`src/rtl/seq_mult_pkg.sv`:
```
// Shared types and constants for the sequential shift-add multiplier.
package seq_mult_pkg;

  localparam int SEQ_MULT_DEFAULT_WIDTH = 4;

  typedef enum logic [1:0] {
    IDLE = 2'd0,
    BUSY = 2'd1,
    DONE = 2'd2
  } state_t;

endpackage : seq_mult_pkg

```
`src/rtl/seq_mult_datapath.sv`:
```
// Operand shift registers, 2*WIDTH accumulator and product register for the
// shift-add multiplier. Sequencing comes from seq_multiplier.
module seq_mult_datapath
  import seq_mult_pkg::*;
#(
  parameter int WIDTH = SEQ_MULT_DEFAULT_WIDTH
) (
  input  logic               clk,
  input  logic               rst_n,
  input  logic               load,
  input  logic               step,
  input  logic               capture,
  input  logic [WIDTH-1:0]   a,
  input  logic [WIDTH-1:0]   b,
  output logic               mplier_last,
  output logic [2*WIDTH-1:0] product
);

  logic [2*WIDTH-1:0] mcand;
  logic [2*WIDTH-1:0] acc;
  logic [2*WIDTH-1:0] acc_next;
  logic [WIDTH-1:0]   mplier;

  // NOTE: every always_comb output gets a value on every path (here the
  // default first) so no latch is inferred.
  always_comb begin
    acc_next = acc;
    if (mplier[0]) acc_next = acc + mcand;
  end

  // High when the step in progress leaves no set bits in the multiplier.
  assign mplier_last = ((mplier >> 1) == '0);

  // NOTE: registers are updated with non-blocking assignments so every flop
  // samples the pre-edge values, independent of statement order.
  always_ff @(posedge clk) begin
    if (!rst_n) begin
      mcand  <= '0;
      mplier <= '0;
      acc    <= '0;
    end else if (load) begin
      mcand  <= {{WIDTH{1'b0}}, a};
      mplier <= b;
      acc    <= '0;
    end else if (step) begin
      acc    <= acc_next;
      mcand  <= mcand << 1;
      mplier <= mplier >> 1;
    end
  end

  // The product only moves on the final step, so it stays stable through BUSY.
  always_ff @(posedge clk) begin
    if (!rst_n) begin
      product <= '0;
    end else if (capture) begin
      product <= acc_next;
    end
  end

endmodule : seq_mult_datapath

```
`src/rtl/seq_multiplier.sv`:
```
// Sequential unsigned multiplier: IDLE/BUSY/DONE FSM plus step counter.
// Define SEQ_MULT_EARLY_EXIT_EN to end BUSY once the multiplier runs out of set bits.
module seq_multiplier
  import seq_mult_pkg::*;
#(
  parameter int WIDTH = SEQ_MULT_DEFAULT_WIDTH
) (
  input  logic               clk,
  input  logic               rst_n,
  input  logic               start,
  input  logic [WIDTH-1:0]   a,
  input  logic [WIDTH-1:0]   b,
  output logic               busy,
  output logic               done,
  output logic [2*WIDTH-1:0] product
);

  localparam int CW = $clog2(WIDTH + 1);
  localparam logic [CW-1:0] LAST_STEP = CW'(WIDTH - 1);

`ifdef SEQ_MULT_EARLY_EXIT_EN
  localparam bit EARLY_EXIT = 1'b1;
`else
  localparam bit EARLY_EXIT = 1'b0;
`endif

  state_t        state;
  state_t        state_next;
  logic [CW-1:0] step_cnt;
  logic          accept;
  logic          last_step;
  logic          mplier_last;

  // Start is only honoured outside BUSY; DONE may chain straight into BUSY.
  assign accept    = start && (state != BUSY);
  assign last_step = (step_cnt == LAST_STEP) || (EARLY_EXIT && mplier_last);

  always_ff @(posedge clk) begin
    if (!rst_n) begin
      state <= IDLE;
    end else begin
      state <= state_next;
    end
  end

  always_comb begin
    state_next = state;
    unique case (state)
      IDLE:    if (accept) state_next = BUSY;
      BUSY:    if (last_step) state_next = DONE;
      DONE:    state_next = accept ? BUSY : IDLE;
      default: state_next = IDLE;
    endcase
  end

  always_ff @(posedge clk) begin
    if (!rst_n) begin
      step_cnt <= '0;
    end else if (accept) begin
      step_cnt <= '0;
    end else if (state == BUSY) begin
      step_cnt <= step_cnt + 1'b1;
    end
  end

  assign busy = (state == BUSY);
  assign done = (state == DONE);

  seq_mult_datapath #(
    .WIDTH(WIDTH)
  ) u_datapath (
    .clk        (clk),
    .rst_n      (rst_n),
    .load       (accept),
    .step       (state == BUSY),
    .capture    ((state == BUSY) && last_step),
    .a          (a),
    .b          (b),
    .mplier_last(mplier_last),
    .product    (product)
  );

endmodule : seq_multiplier

```
`config.mk`:
```
export PLATFORM = sky130hd
export DESIGN_NAME = seq_multiplier
export DESIGN_NICKNAME = d
export VERILOG_FILES = /design/src/rtl/seq_mult_pkg.sv /design/src/rtl/seq_mult_datapath.sv /design/src/rtl/seq_multiplier.sv
export SDC_FILE = /design/constraint.sdc
export NUM_CORES = 1
export LEC_CHECK = 0
export CAP_MARGIN = 25
export CORE_MARGIN = 2
export CORE_UTILIZATION = 30
export DETAILED_ROUTE_END_ITERATION = 12
export PLACE_DENSITY = 0.45
export SKIP_LAST_GASP = 1
export SLEW_MARGIN = 40
export SYNTH_ARGS = -nofsm -noshare
export SYNTH_HDL_FRONTEND = slang
export SYNTH_SLANG_ARGS = --single-unit
```
`constraint.sdc`:
```
create_clock -name clk -period 2.2 [get_ports clk]
set_input_delay 0.66 -clock clk [delete_from_list [all_inputs] [get_ports clk]]
set_output_delay 0.66 -clock clk [all_outputs]
set_load 0.03 [all_outputs]
```
After elaboration in Yosys (flattened, before gate mapping)
Index checks and enable logic that the tools add are counted.

Bits in registers: 33. Latch bits: 0. Memory bits (writable): 0. ROM bits: 0. Input port bits: 11. Output and inout bits: 10. Logic and storage cells: 31. Memories: 0.

$add $sub $neg: 2. Multiply operators: 0. Div/mod/pow operators: 0. Order comparisons: 0. Eq/ne operators: 6. Shift operators: 0. Mux-type cells: 9. Bitwise logic cells: 1. Reductions and logical operators: 6.

Operators with widths (count): 2-to-1 mux 4 bit (4); adder 8 bit (1); 2-to-1 mux 8 bit (1); case mux 2 bit (3 select lines) (1); 2-to-1 mux 2 bit (2); != test 2 x 1 -> 1 bit, second input constant (2); adder 3 x 1 -> 3 bit, second input constant (1); equality test 3 x 2 -> 1 bit, second input constant (1); equality test 2 x 1 -> 1 bit, second input constant (1); equality test 2 bit, second input constant (1); logical AND 1 bit (2); zero test 2 bit (1); != test 2 bit, second input constant (1); AND reduction 2 bit (1); nonzero test 2 bit (1); OR reduction 2 bit (1); 2-to-1 mux 1 bit (1); NOT 1 bit (1).

Depth between registers and ports, before layout
Word-level depth: 4. Mapped depth: 8.

Modules after synthesis
From an unflattened synthesis, not the netlist that was laid out.

Cell total of the unflattened synthesis: 197. Area total of the unflattened synthesis: 1720.4 sq um.

By module, submodules not included: seq_mult_datapath (instances 1, cells an instance 171, area each 1482.7 sq um, sequential area each 560.5 sq um); seq_multiplier (instances 1, cells an instance 26, area each 237.7 sq um, sequential area each 100.1 sq um).

Least setup slack after synthesis
No wires, ideal clock.

Path type: flip-flop to flip-flop. Start: register u_datapath.acc[0]. End: register u_datapath.acc[4]. Arrival time: 1655 ps. Required time: 2045 ps. Setup slack: 389 ps. Stages on the path, launching flop included: 9. Cells stage by stage: dfxtp_1 ha_1 inv_1 fa_1 nand2b_1 a21boi_0 o21ai_0 a31oi_1 a211oi_1.

Word-level cells in the longest chain between the ends: 2.

Ends and longest elaborated chain: start: declaration (RTL line seq_mult_datapath.sv:20) `logic [2*WIDTH-1:0] acc;`; start signal: assignment (RTL line seq_mult_datapath.sv:46) `acc <= acc_next;`; adder 8 bit (RTL line seq_mult_datapath.sv:28) `if (mplier[0]) acc_next = acc + mcand;`; 2-to-1 mux 8 bit (RTL line seq_mult_datapath.sv:28).

No other way between the ends. A chain may end at the register's enable or synchronous reset.

Final worst setup path
Start: register state[1]. End: output done.

Word-level cells in the longest chain between the ends: 1.

Ends and longest elaborated chain: start: declaration (RTL line seq_multiplier.sv:27) `state_t state;`; start signal: assignment (RTL line seq_multiplier.sv:42) `state <= state_next;`; equality test 2 bit (RTL line seq_multiplier.sv:67) `assign done = (state == DONE);`; end: declaration (RTL line seq_multiplier.sv:14) `output logic done,`.

No other way between the ends.

==> impl_metrics.xml <==
<?xml version="1.0" encoding="UTF-8"?>
<metrics>
  <group name="finish">
    <metric name="post_route_cells_drive_above_1_share" unit="%">8.451</metric>
    <metric name="areaGrowthSynthToFinish" unit="%">24.01</metric>
    <metric name="layout.area.seq" unit="um2">660.6</metric>
    <metric name="finish.net_count" unit="">233</metric>
    <metric name="layout.cell_area.non_filler" unit="mm2">0.002048</metric>
    <metric name="num_antenna_cells" unit="">0</metric>
    <metric name="multi_input_area" unit="um2">908.4</metric>
    <metric name="n_fill_cell" unit="">576</metric>
  </group>
  <group name="hold_path">
    <metric name="worstHoldPathType" unit="">flop to flop</metric>
  </group>
  <group name="power">
    <metric name="static-leakage-power" unit="nW">0.8773</metric>
    <metric name="vdd.ir_drop.worst" unit="mV">0.3194</metric>
    <metric name="power_density" unit="mW/mm2">646.0</metric>
    <metric name="totalPowerFinal" unit="mW">1.323</metric>
  </group>
  <group name="grt">
    <metric name="grt_first_pass_wirelength" unit="um">5975</metric>
    <metric name="global_route.usage.total" unit="%">12.36</metric>
    <metric name="grt_pass1_vias" unit="">1293</metric>
    <metric name="globalRouteOverflowTotal" unit="">0</metric>
    <metric name="grt_antenna_before_repair" unit="">0</metric>
    <metric name="largest_net_degree_at_the_start_of_global_routing" unit="">21</metric>
  </group>
  <group name="yosys">
    <metric name="syn-mean-instance-area" unit="um2">8.785</metric>
    <metric name="yosys_warnings" unit="">0</metric>
    <metric name="post_synthesis_instance_area" unit="mm2">0.001652</metric>
    <metric name="post_synth_num_cell_types" unit="">35</metric>
    <metric name="yosysTopAreaCellShare" unit="%">40.00</metric>
    <metric name="syn_nets" unit="">209</metric>
    <metric name="seq_area_frac_synth" unit="%">40.00</metric>
    <metric name="synth.top_cells.by_area" unit="">sky130_fd_sc_hd__dfxtp_1 (40%), sky130_fd_sc_hd__ha_1 (6.8%), sky130_fd_sc_hd__mux2i_1 (6.7%)</metric>
    <metric name="post_synth_inst_count" unit="">188</metric>
    <metric name="synth-seq-cells" unit="">33</metric>
    <metric name="synth_area_leader_cell" unit="">sky130_fd_sc_hd__dfxtp_1</metric>
  </group>
  <group name="critical_path">
    <metric name="crit_path_max_incr_delay" unit="ns">0.67</metric>
    <metric name="critPathRequiredTime" unit="ns">1.54</metric>
    <metric name="crit_path_arrival_time" unit="ns">1.38</metric>
    <metric name="cpLargestDelayFamily" unit="">buffers and inverters</metric>
    <metric name="setup_cp_type" unit="">flop to output port</metric>
    <metric name="cp-start-kind" unit="">flop</metric>
    <metric name="worst-path-max-fanout" unit="">2</metric>
    <metric name="timing.critical_path.buf_inv" unit="">1</metric>
    <metric name="worstPathCellList" unit="">nor2b_1 -&gt; clkdlybuf4s50_1</metric>
    <metric name="crit_path_top_delay_cell" unit="">sky130_fd_sc_hd__clkdlybuf4s50_1</metric>
    <metric name="setup.worst_path.end_class" unit="">output port</metric>
  </group>
  <group name="route">
    <metric name="via_count" unit="">1342</metric>
    <metric name="totalWireLength" unit="um">3605</metric>
    <metric name="firstDrtPassIters" unit="">4</metric>
    <metric name="ant_nets" unit="">0</metric>
    <metric name="first_iter_violations" unit="">69</metric>
    <metric name="drt-wirelength-per-cell" unit="um">12.65</metric>
    <metric name="via_density" unit="">4.709</metric>
    <metric name="drcViolationCount" unit="">0</metric>
  </group>
  <group name="sta">
    <metric name="worst_pin_slew" unit="ns">0.5708</metric>
    <metric name="final_max_slew_viol_count" unit="">0</metric>
    <metric name="final-hold-violation-count" unit="">0</metric>
    <metric name="fin_crit_sh" unit="%">92.75</metric>
    <metric name="rsz0062_at_grt" unit="">false</metric>
    <metric name="clock.fmax" unit="MHz">490.1</metric>
    <metric name="final_critical_path_setup_slack" unit="ns">0.1595</metric>
    <metric name="timing.clock.skew" unit="ns">0.004106</metric>
    <metric name="timing.final.crit_period" unit="ns">2.041</metric>
    <metric name="report.final.setup_viol" unit="">0</metric>
    <metric name="timing.max_slew.rel_slack" unit="%">61.89</metric>
    <metric name="setup_total_negative_slack" unit="ns">0</metric>
  </group>
  <group name="placed_design">
    <metric name="dpl-instance-area" unit="mm2">0.001947</metric>
    <metric name="dpl_worst_slack" unit="ns">0.1921</metric>
    <metric name="routabilityCongestion" unit="">0.8004</metric>
    <metric name="place_hpwl" unit="um">2699</metric>
    <metric name="io_buffer_count" unit="">20</metric>
  </group>
  <group name="clock_network">
    <metric name="postCtsSetupBuffers" unit="">0</metric>
    <metric name="cts.htree.levels" unit="">2</metric>
    <metric name="clockBufferDepth" unit="">2</metric>
    <metric name="hold_buffers" unit="">0</metric>
    <metric name="clock_transition_at_the_registers_of_the_reported_paths" unit="ns">0.07</metric>
    <metric name="insertion_delay" unit="ns">0.28</metric>
    <metric name="cts_buffers" unit="">5</metric>
    <metric name="tritoncts" unit="">yes</metric>
    <metric name="clk_root_buffer_cell" unit="">sky130_fd_sc_hd__clkbuf_8</metric>
    <metric name="tritoncts_num_sinks" unit="">33</metric>
    <metric name="cts.repair.resized" unit="">0</metric>
  </group>
  <group name="floorplan">
    <metric name="num_io_pins" unit="">21</metric>
    <metric name="num_rows" unit="">27</metric>
    <metric name="die_area" unit="mm2">0.006114</metric>
    <metric name="initial_utilization" unit="%">30.56</metric>
    <metric name="placeableCoreArea" unit="mm2">0.005405</metric>
    <metric name="die-height" unit="um">78.20</metric>
    <metric name="die-width" unit="um">78.20</metric>
  </group>
  <group name="run">
    <metric name="maxCapViolCount" unit="">0</metric>
  </group>
  <group name="status">
    <metric name="status" unit="">completed</metric>
  </group>
</metrics>
## flip-flops by register name (all words and copies together), names as in the netlist
register,count
u_datapath.mplier,4
state,2
u_datapath.mcand,8
u_datapath.acc,8
step_cnt,3
u_datapath.product,8
## worst reg2reg max path, stage by stage, from the launching register on
cell and delay, ns:
sky130_fd_sc_hd__dfxtp_1 0.36, sky130_fd_sc_hd__ha_1 0.23, sky130_fd_sc_hd__inv_1 0.07, sky130_fd_sc_hd__fa_1 0.39, sky130_fd_sc_hd__nand2b_1 0.18, sky130_fd_sc_hd__a21boi_1 0.17
sky130_fd_sc_hd__or3_1 0.12, sky130_fd_sc_hd__a31oi_1 0.11, sky130_fd_sc_hd__a211oi_1 0.28
## kinds of logic after synthesis
kind of cell / synth area share [%]
buffers and inverters: 5.000
multiplexers: 6.667
flip-flops: 40.00
AND/OR/NAND/NOR: 14.39
XOR/XNOR: 2.651
AO/OA/AOI/OAI: 23.26
adder cells (fa/ha/maj): 8.030
## worst paths after layout
| path | start | end | slack (ns) | cells after the start |
|---|---|---|---|---|
| worst min-delay path | u_datapath.product[1] | u_datapath.product[1] | 0.47 | 2 |
| worst min register to register | u_datapath.product[1] | u_datapath.product[1] | 0.47 | 2 |
| worst max-delay path | state[1] | done | 0.16 | 2 |
| worst max register to register | u_datapath.acc[0] | u_datapath.acc[4] | 0.22 | 8 |
## cells in the mapped netlist
| library cell | n |
|---|---|
| sky130_fd_sc_hd__a211oi_1 | 5 |
| sky130_fd_sc_hd__a211oi_2 | 1 |
| sky130_fd_sc_hd__a21boi_0 | 3 |
| sky130_fd_sc_hd__a21o_1 | 2 |
| sky130_fd_sc_hd__a21oi_1 | 15 |
| sky130_fd_sc_hd__a311o_1 | 1 |
| sky130_fd_sc_hd__a31o_1 | 1 |
| sky130_fd_sc_hd__a31oi_1 | 3 |
| sky130_fd_sc_hd__and2_1 | 2 |
| sky130_fd_sc_hd__and3_1 | 1 |
| sky130_fd_sc_hd__buf_1 | 1 |
| sky130_fd_sc_hd__buf_2 | 6 |
| sky130_fd_sc_hd__buf_4 | 1 |
| sky130_fd_sc_hd__clkbuf_1 | 3 |
| sky130_fd_sc_hd__dfxtp_1 | 33 |
| sky130_fd_sc_hd__fa_1 | 1 |
| sky130_fd_sc_hd__ha_1 | 9 |
| sky130_fd_sc_hd__inv_1 | 8 |
| sky130_fd_sc_hd__mux2i_1 | 11 |
| sky130_fd_sc_hd__nand2_1 | 29 |
| sky130_fd_sc_hd__nand2b_1 | 4 |
| sky130_fd_sc_hd__nand3_1 | 2 |
| sky130_fd_sc_hd__nand3b_1 | 1 |
| sky130_fd_sc_hd__nor2_1 | 13 |
| sky130_fd_sc_hd__nor2b_1 | 2 |
| sky130_fd_sc_hd__o211a_1 | 8 |
| sky130_fd_sc_hd__o211ai_1 | 5 |
| sky130_fd_sc_hd__o21a_1 | 2 |
| sky130_fd_sc_hd__o21ai_0 | 5 |
| sky130_fd_sc_hd__o21ai_1 | 1 |
| sky130_fd_sc_hd__o221ai_1 | 1 |
| sky130_fd_sc_hd__o22ai_1 | 2 |
| sky130_fd_sc_hd__or3_1 | 1 |
| sky130_fd_sc_hd__xnor2_1 | 4 |
| sky130_fd_sc_hd__xor2_1 | 1 |
## metal layers
metal,GRT usage (%),routed length (um),up-vias
met2,19.83,1627,22
met3,4.023,133,4
met5,0,0,-
met1,15.85,1812,610
li1,-,-,706
met4,3.684,32,0
## final cells by class
type | instances | area share, %
multi-input combinational | 136 | 44.35
inverter | 8 | 1.466
timing repair buffer | 28 | 12.58
clock buffer | 7 | 4.704
clock inverter | 1 | 0.2443
sequential | 33 | 32.25
tap | 72 | 4.398
## per-stage QoR
stage / instances / hold slack (ns) / utilization (%)
after global routing: 285 / 0.5009 / 37.89
after global placement: 277 / 0.4473 / 36.02
after detailed placement: 277 / 0.4669 / 36.02
after floorplan: 188 / 0.4400 / -
final: 285 / 0.4708 / 37.89
after CTS: 285 / 0.4750 / 37.89
## where the power goes
group / total, mW / internal (mW) / switching [mW] / leakage (nW)
clock: 0.500 / 0.283 / 0.217 / 0.0542
sequential: 0.646 / 0.621 / 0.0247 / 0.269
combinational: 0.177 / 0.0843 / 0.0932 / 0.554
total: 1.32 / 0.988 / 0.335 / 0.877
## cell usage in the layout, fill, tap and decap left out, types with 2 or more instances in the layout
| master | n |
|---|---|
| sky130_fd_sc_hd__nand3_1 | 2 |
| sky130_fd_sc_hd__mux2i_1 | 11 |
| sky130_fd_sc_hd__o21ai_0 | 5 |
| sky130_fd_sc_hd__ha_1 | 9 |
| sky130_fd_sc_hd__nand2_1 | 29 |
| sky130_fd_sc_hd__o22ai_1 | 2 |
| sky130_fd_sc_hd__clkdlybuf4s50_1 | 19 |
| sky130_fd_sc_hd__o211a_1 | 8 |
| sky130_fd_sc_hd__xnor2_1 | 4 |
| sky130_fd_sc_hd__and2_1 | 2 |
| sky130_fd_sc_hd__o211ai_1 | 5 |
| sky130_fd_sc_hd__nor2_1 | 13 |
| sky130_fd_sc_hd__inv_1 | 8 |
| sky130_fd_sc_hd__a21boi_0 | 2 |
| sky130_fd_sc_hd__a21o_1 | 2 |
| sky130_fd_sc_hd__dfxtp_1 | 33 |
| sky130_fd_sc_hd__a31oi_1 | 3 |
| sky130_fd_sc_hd__buf_4 | 9 |
| sky130_fd_sc_hd__nand2b_1 | 4 |
| sky130_fd_sc_hd__nor2b_1 | 2 |
| sky130_fd_sc_hd__o21a_1 | 2 |
| sky130_fd_sc_hd__a211oi_1 | 5 |
| sky130_fd_sc_hd__a21oi_1 | 15 |
| sky130_fd_sc_hd__clkbuf_8 | 7 |
Note: power is estimated with default switching activity, not from simulation.
